$ cat src/rtl/dma_burst_ctrl.sv
// dma_burst_ctrl: splits one (base, words, dir) job into AXI bursts on dma_axi's native port.
// Latency: cfg_start to first valid is 3 cycles with dma_ready high, then up to one beat per cycle.
// Backpressure: write beats follow s_valid/ready; read beats pause while the m output register is full.
// Build option DMA_BOUNDARY_4K_EN: when defined, no burst crosses a 4KB address boundary.
module dma_burst_ctrl #(
   parameter int DMA_DATA_W = 32,
   parameter int AXI_ADDR_W = 32,
   parameter int AXI_LEN_W  = 8,
   parameter int MAX_BURST  = 16,
   parameter int CNT_W      = 16
) (
   input  logic                    clk,
   input  logic                    rst,
   input  logic                    cfg_start,
   input  logic                    cfg_dir,
   input  logic [AXI_ADDR_W-1:0]   cfg_addr,
   input  logic [CNT_W-1:0]        cfg_words,
   output logic                    busy,
   output logic                    done,
   output logic                    err,
   input  logic                    s_valid,
   input  logic [DMA_DATA_W-1:0]   s_data,
   output logic                    s_ready,
   output logic                    m_valid,
   output logic [DMA_DATA_W-1:0]   m_data,
   input  logic                    m_ready,
   output logic                    valid,
   output logic [AXI_ADDR_W-1:0]   address,
   output logic [DMA_DATA_W-1:0]   wdata,
   output logic [DMA_DATA_W/8-1:0] wstrb,
   input  logic [DMA_DATA_W-1:0]   rdata,
   input  logic                    ready,
   output logic [AXI_LEN_W-1:0]    dma_len,
   input  logic                    dma_ready,
   input  logic                    error
);
   localparam int BPW    = DMA_DATA_W / 8;
   localparam int BLEN_W = AXI_LEN_W + 1;
   localparam logic [AXI_ADDR_W-1:0] ADDR_MASK = ~(AXI_ADDR_W'(BPW - 1));

   typedef enum logic [2:0] {S_IDLE, S_CALC, S_WAIT, S_BEAT, S_FIN} state_t;
   state_t state, state_nxt;

   logic [AXI_ADDR_W-1:0] base;
   logic [CNT_W-1:0]      remaining;
   logic                  dir;
   logic [BLEN_W-1:0]     blen;
   logic [BLEN_W-1:0]     beat_cnt;
   logic [BLEN_W-1:0]     blen_calc;
   logic [31:0]           len_sel;
   logic                  start_ok, in_burst, err_now, fire, last_beat, job_over;

   assign start_ok  = (state == S_IDLE) && cfg_start;
   // beat_cnt==0 inside S_BEAT means the read burst is over and we only wait for m to drain
   assign in_burst  = (state == S_BEAT) && (beat_cnt != '0);
   assign err_now   = err | error;
   assign fire      = valid & ready;
   assign last_beat = fire && (beat_cnt == BLEN_W'(1));
   assign job_over  = (remaining == CNT_W'(blen)) || err_now;

   assign busy    = (state == S_CALC) || (state == S_WAIT) || (state == S_BEAT);
   assign done    = (state == S_FIN);
   assign address = base;
   assign wdata   = s_data;

`ifdef DMA_BOUNDARY_4K_EN
   logic [12:0] page_bytes;
   logic [12:0] page_words;
   assign page_bytes = 13'd4096 - {1'b0, base[11:0]};
   assign page_words = page_bytes / 13'(BPW);
`endif

   // Burst length: smallest of MAX_BURST, words left and (optionally) words left in the 4KB page.
   always_comb begin
      len_sel = (32'(remaining) < 32'(MAX_BURST)) ? 32'(remaining) : 32'(MAX_BURST);
`ifdef DMA_BOUNDARY_4K_EN
      if (32'(page_words) < len_sel) len_sel = 32'(page_words);
`endif
      blen_calc = BLEN_W'(len_sel);
   end

   // Steer beats: write beats pass the s stream through, read beats need room in the m register.
   always_comb begin
      valid   = 1'b0;
      s_ready = 1'b0;
      wstrb   = '0;
      if (in_burst) begin
         if (dir) begin
            valid   = s_valid;
            s_ready = ready;
            wstrb   = '1;
         end else begin
            valid = ~m_valid | m_ready;
         end
      end
   end

   // Next-state logic; an error stops new bursts but never cuts one short or strands read data.
   always_comb begin
      state_nxt = state;
      case (state)
         S_IDLE: if (cfg_start) state_nxt = (cfg_words == '0) ? S_FIN : S_CALC;
         S_CALC: begin
            if (!err_now) state_nxt = S_WAIT;
            else if (dir || !m_valid) state_nxt = S_FIN;
         end
         S_WAIT: begin
            if (err_now) begin
               if (dir || !m_valid) state_nxt = S_FIN;
            end else if (dma_ready) begin
               state_nxt = S_BEAT;
            end
         end
         S_BEAT: begin
            if (beat_cnt == '0) begin
               if (!m_valid) state_nxt = S_FIN;
            end else if (last_beat) begin
               if (!job_over) state_nxt = S_CALC;
               else if (dir) state_nxt = S_FIN;
            end
         end
         S_FIN:   state_nxt = S_IDLE;
         default: state_nxt = S_IDLE;
      endcase
   end

   // State register.
   always_ff @(posedge clk) begin
      if (!rst) state <= S_IDLE;
      else      state <= state_nxt;
   end

   // Job bookkeeping, burst sizing, sticky error and the read output register.
   always_ff @(posedge clk) begin
      if (!rst) begin
         base      <= '0;
         remaining <= '0;
         dir       <= 1'b0;
         blen      <= '0;
         beat_cnt  <= '0;
         dma_len   <= '0;
         err       <= 1'b0;
         m_valid   <= 1'b0;
         m_data    <= '0;
      end else begin
         if (start_ok) begin
            base      <= cfg_addr & ADDR_MASK;
            remaining <= cfg_words;
            dir       <= cfg_dir;
            err       <= 1'b0;
         end else if (busy && error) begin
            err <= 1'b1;
         end
         if (state == S_CALC) begin
            blen     <= blen_calc;
            beat_cnt <= blen_calc;
            dma_len  <= AXI_LEN_W'(blen_calc - BLEN_W'(1));
         end
         if (fire) beat_cnt <= beat_cnt - BLEN_W'(1);
         if (last_beat) begin
            base      <= base + AXI_ADDR_W'(blen) * AXI_ADDR_W'(BPW);
            remaining <= remaining - CNT_W'(blen);
         end
         if (fire && !dir) begin
            m_valid <= 1'b1;
            m_data  <= rdata;
         end else if (m_ready) begin
            m_valid <= 1'b0;
         end
      end
   end
endmodule
$ cat config.mk
export PLATFORM = sky130hd
export DESIGN_NAME = dma_burst_ctrl
export DESIGN_NICKNAME = d
export VERILOG_FILES = /design/src/rtl/dma_burst_ctrl.sv
export SDC_FILE = /design/constraint.sdc
export NUM_CORES = 1
export LEC_CHECK = 0
export CAP_MARGIN = 20
export CORE_MARGIN = 3
export CORE_UTILIZATION = 40
export CTS_BUF_LIST = sky130_fd_sc_hd__clkbuf_8 sky130_fd_sc_hd__clkbuf_16
export CTS_CLUSTER_SIZE = 16
export DETAILED_ROUTE_END_ITERATION = 8
export PLACE_DENSITY = 0.77
export SYNTH_ARGS = -nofsm -noshare
export SYNTH_HDL_FRONTEND = slang
export SYNTH_SLANG_ARGS = --single-unit
export TNS_END_PERCENT = 1
$ cat constraint.sdc
create_clock -name clk -period 2.5 [get_ports clk]
set_input_delay 0.625 -clock clk [delete_from_list [all_inputs] [get_ports clk]]
set_output_delay 0.625 -clock clk [all_outputs]
set_load 0.02 [all_outputs]
==> flow_summary.toml <==
[run_status]
status = "finished, final reports clean"

[synth]
synth_top_family_by_area = "compound AO/OA/AOI/OAI gates"
avgSynthCellArea_sq_um = 7.85
yosysSeqAreaShare_pct = 36.3
synth-compound-area-share_pct = 23.5
synth_top_area_share_pct = 36.3
synth-seq-cells = 110
async_flop_share_pct = 0
ys.flop_type = "dfxtp_1"
yosysTopAreaCell = "dfxtp_1"
synth_xor_xnor_area_share_pct = 2.88
synthAdderAreaFrac_pct = 5.19
synth.area.top_cells = "dfxtp_1, nand2_1, a21oi_1, buf_4, ha_1"
synthMuxAreaShare_pct = 0.350
synth_edf_count = 0
synth-simple-area-share_pct = 23.2
synthCells = 774
syn_area_sq_um = 6070
ys_warn_count = 0
yosys.cell_types.count = 66

[power_and_ir_drop]
power_density_nw_per_um2 = 795
ir_drop_v = 0.000562
p_leak_nw = 3.09

[final_layout]
drive_gt1_share_pct = 11.0
final_cell_mix = "clkdlybuf4s50_1, nand2_1, dfxtp_1"
n_fill_cell = 1330
n_antenna_cell = 0
num-nets-final = 1081
area_growth_pct = 38.0
final_common_cell = "clkdlybuf4s50_1"

[timing]
tns_ns = 0
clock.fmax_mhz = 410
drv_slew = 0
fin_skew_ns = 0.0103
hold_viol = 0
final.setup.worst_slack_ns = 0.0614
setup_viol_count_final = 0
min_period_ns = 2.44
rsz0062_at_grt = "yes"
fin_crit_sh_pct = 97.5
tightest_slew_ns = 0.604
slew_headroom_pct = 59.3

[clock_tree]
clk_pin_slew_worst_paths_ns = 0.07
cts_tree = "built"
cts_root_buffer = "clkbuf_16"
clkSinkCount = 110
clk_latency_ns = 0.36
max-clock-path-buffers = 2
cts_inserted_buffers = 9
htree_levels = 3
cts-hold-fix-buffers = 0

[placement]
dp_slack_ns = -0.397
io_buffers = 166
gp_congestion = 0.903
dp.final_hpwl_microns = 13200

[floorplanning]
core_sq_um = 14700
fp.dieW_microns = 129
die_h_microns = 129
initial_core_util_pct = 41.3
dieArea_sq_um = 16700
io-pin-count = 235
rows = 44

[global_routing]
grt_max_degree = 51
grt_pass1_vias = 5736
grt_use_total_pct = 21.0
antenna_found_initial = 0
overflow = 0
grt_first_pass_wirelength_microns = 28500

[worst_setup_path]
startpoint_type = "flip-flop"
worst-path-max-fanout = 3
reg2reg_slack_ns = 0.09
r2r-start = "address[10]$_SDFFE_PN0P_"
rr_endpoint = "address[13]$_SDFFE_PN0P_"
worst_setup_path_end_kind = "output port"
crit_type = "flip-flop to output port"
worstPathRequired_ns = 1.88
reg2regPathDepth = 9
crit_arrival_ns = 1.81

[worst_hold_path]
hold_path_depth = 2
min_from = "m_data[9]$_SDFFE_PN0P_"
hold_class = "flip-flop to flip-flop"
min_to = "m_data[9]$_SDFFE_PN0P_"

[job]
max_cap_violations = 0

[routing]
drt_iter0_markers = 424
vias = 6146
wl_per_cell_microns = 15.9
detail-route-antenna-nets = 0
drc_errors = 0
firstDrtPassIters = 5
avgViaCountPerCell = 5.47
finalWirelength_microns = 17800
through the flow:
stage / power, W / instances / area (sq um) / util, % / hold WS (ns)
2_1_floorplan: 0.00415 / 775 / 6080 / - / 0.438
3_3_place_gp: 0.00524 / 1104 / 8050 / 54.8 / 0.441
3_5_place_dp: 0.00527 / 1104 / 8050 / 54.8 / 0.446
4_1_cts: 0.00665 / 1123 / 8360 / 56.9 / 0.456
5_1_grt: 0.00708 / 1123 / 8380 / 57.0 / 0.471
6_report: 0.00666 / 1123 / 8380 / 57.0 / 0.454
cell type report:
type                       count  area [sq um]  share of cell area, %
multi-input combinational    566          3390                   40.5
timing repair buffer         226          2210                   26.3
sequential                   110          2200                   26.3
clock buffer                  10           239                   2.85
tap                          184           230                   2.75
inverter                      23          86.3                   1.03
clock inverter                 4          23.8                  0.284
cells in the mapped netlist, types with 3 or more instances:
master / count
o211ai_1: 5
and3_1: 18
o211a_1: 3
xor2_1: 7
o21a_1: 8
ha_1: 22
clkbuf_1: 32
o21bai_1: 3
nor4_1: 9
a22oi_1: 21
nor2_1: 30
o21ai_0: 24
o31a_1: 3
a21oi_1: 98
buf_2: 6
nand2b_1: 6
or3_1: 7
buf_4: 37
o31ai_1: 3
a31oi_1: 11
nor3_1: 21
and4_1: 5
nand3_1: 21
and2_1: 8
inv_1: 23
xnor2_1: 13
a21o_1: 7
a211oi_1: 11
nand2_1: 142
dfxtp_1: 110
nand4_1: 10
o22ai_1: 5
registers in the layout, summed over array words and instances, names as in the netlist:
| signal | cells |
|---|---|
| dma_len | 8 |
| err | 1 |
| address | 30 |
| blen | 9 |
| m_data | 32 |
| remaining | 16 |
| state | 3 |
| dir | 1 |
| beat_cnt | 9 |
| m_valid | 1 |
worst max-delay path: stages (launching register included):
cell,delay (ns)
dfxtp_2,0.35
nor4_4,0.31
nand4_1,0.20
and3_4,0.21
and2_1,0.14
clkdlybuf4s15_2,0.25
cell families after synthesis:
logic type               after synthesis
AND/OR/NAND/NOR                      294
AO/OA/AOI/OAI                        224
flip-flops                           110
buffers and inverters                 99
adder cells (fa/ha/maj)               24
XOR/XNOR                              20
multiplexers                           2
other                                  1
worst max-delay path by stage:
stage                                   from                        to  slack [ns]  cells after the start
floorplan                            m_ready   address[6]$_SDFFE_PN0P_        0.14                      9
global placement                     m_ready                     valid       -0.41                      4
detailed placement                   m_ready                     valid       -0.40                      4
CTS                                  m_ready                     valid       -0.01                      4
global route         address[9]$_SDFFE_PN0P_  address[13]$_SDFFE_PN0P_       -0.04                      9
finish              beat_cnt[7]$_SDFFE_PN0P_                   s_ready        0.06                      5
layer usage:
metal / up-vias / share of wire, % / global-route usage [%]
li1: 3054 / - / -
met1: 2850 / 44 / 29.0
met2: 211 / 48 / 33.5
met3: 31 / 6.2 / 3.50
met4: 0 / 1.9 / 6.67
met5: - / 0 / 0
power breakdown:
part           switching (W)  internal (W)  leakage, nW
combinational        0.00165       0.00141         2.06
clock               0.000651      0.000692        0.134
sequential          0.000244       0.00202        0.895
what timing repair did:
action                                  CTS  global route
pin swaps                                 4             3
setup buffers                             5             0
resized for setup                        20            10
endpoints found under the setup margin    6            34
endpoints found under the hold margin     0             0
Power figures use the tool's default switching activity.
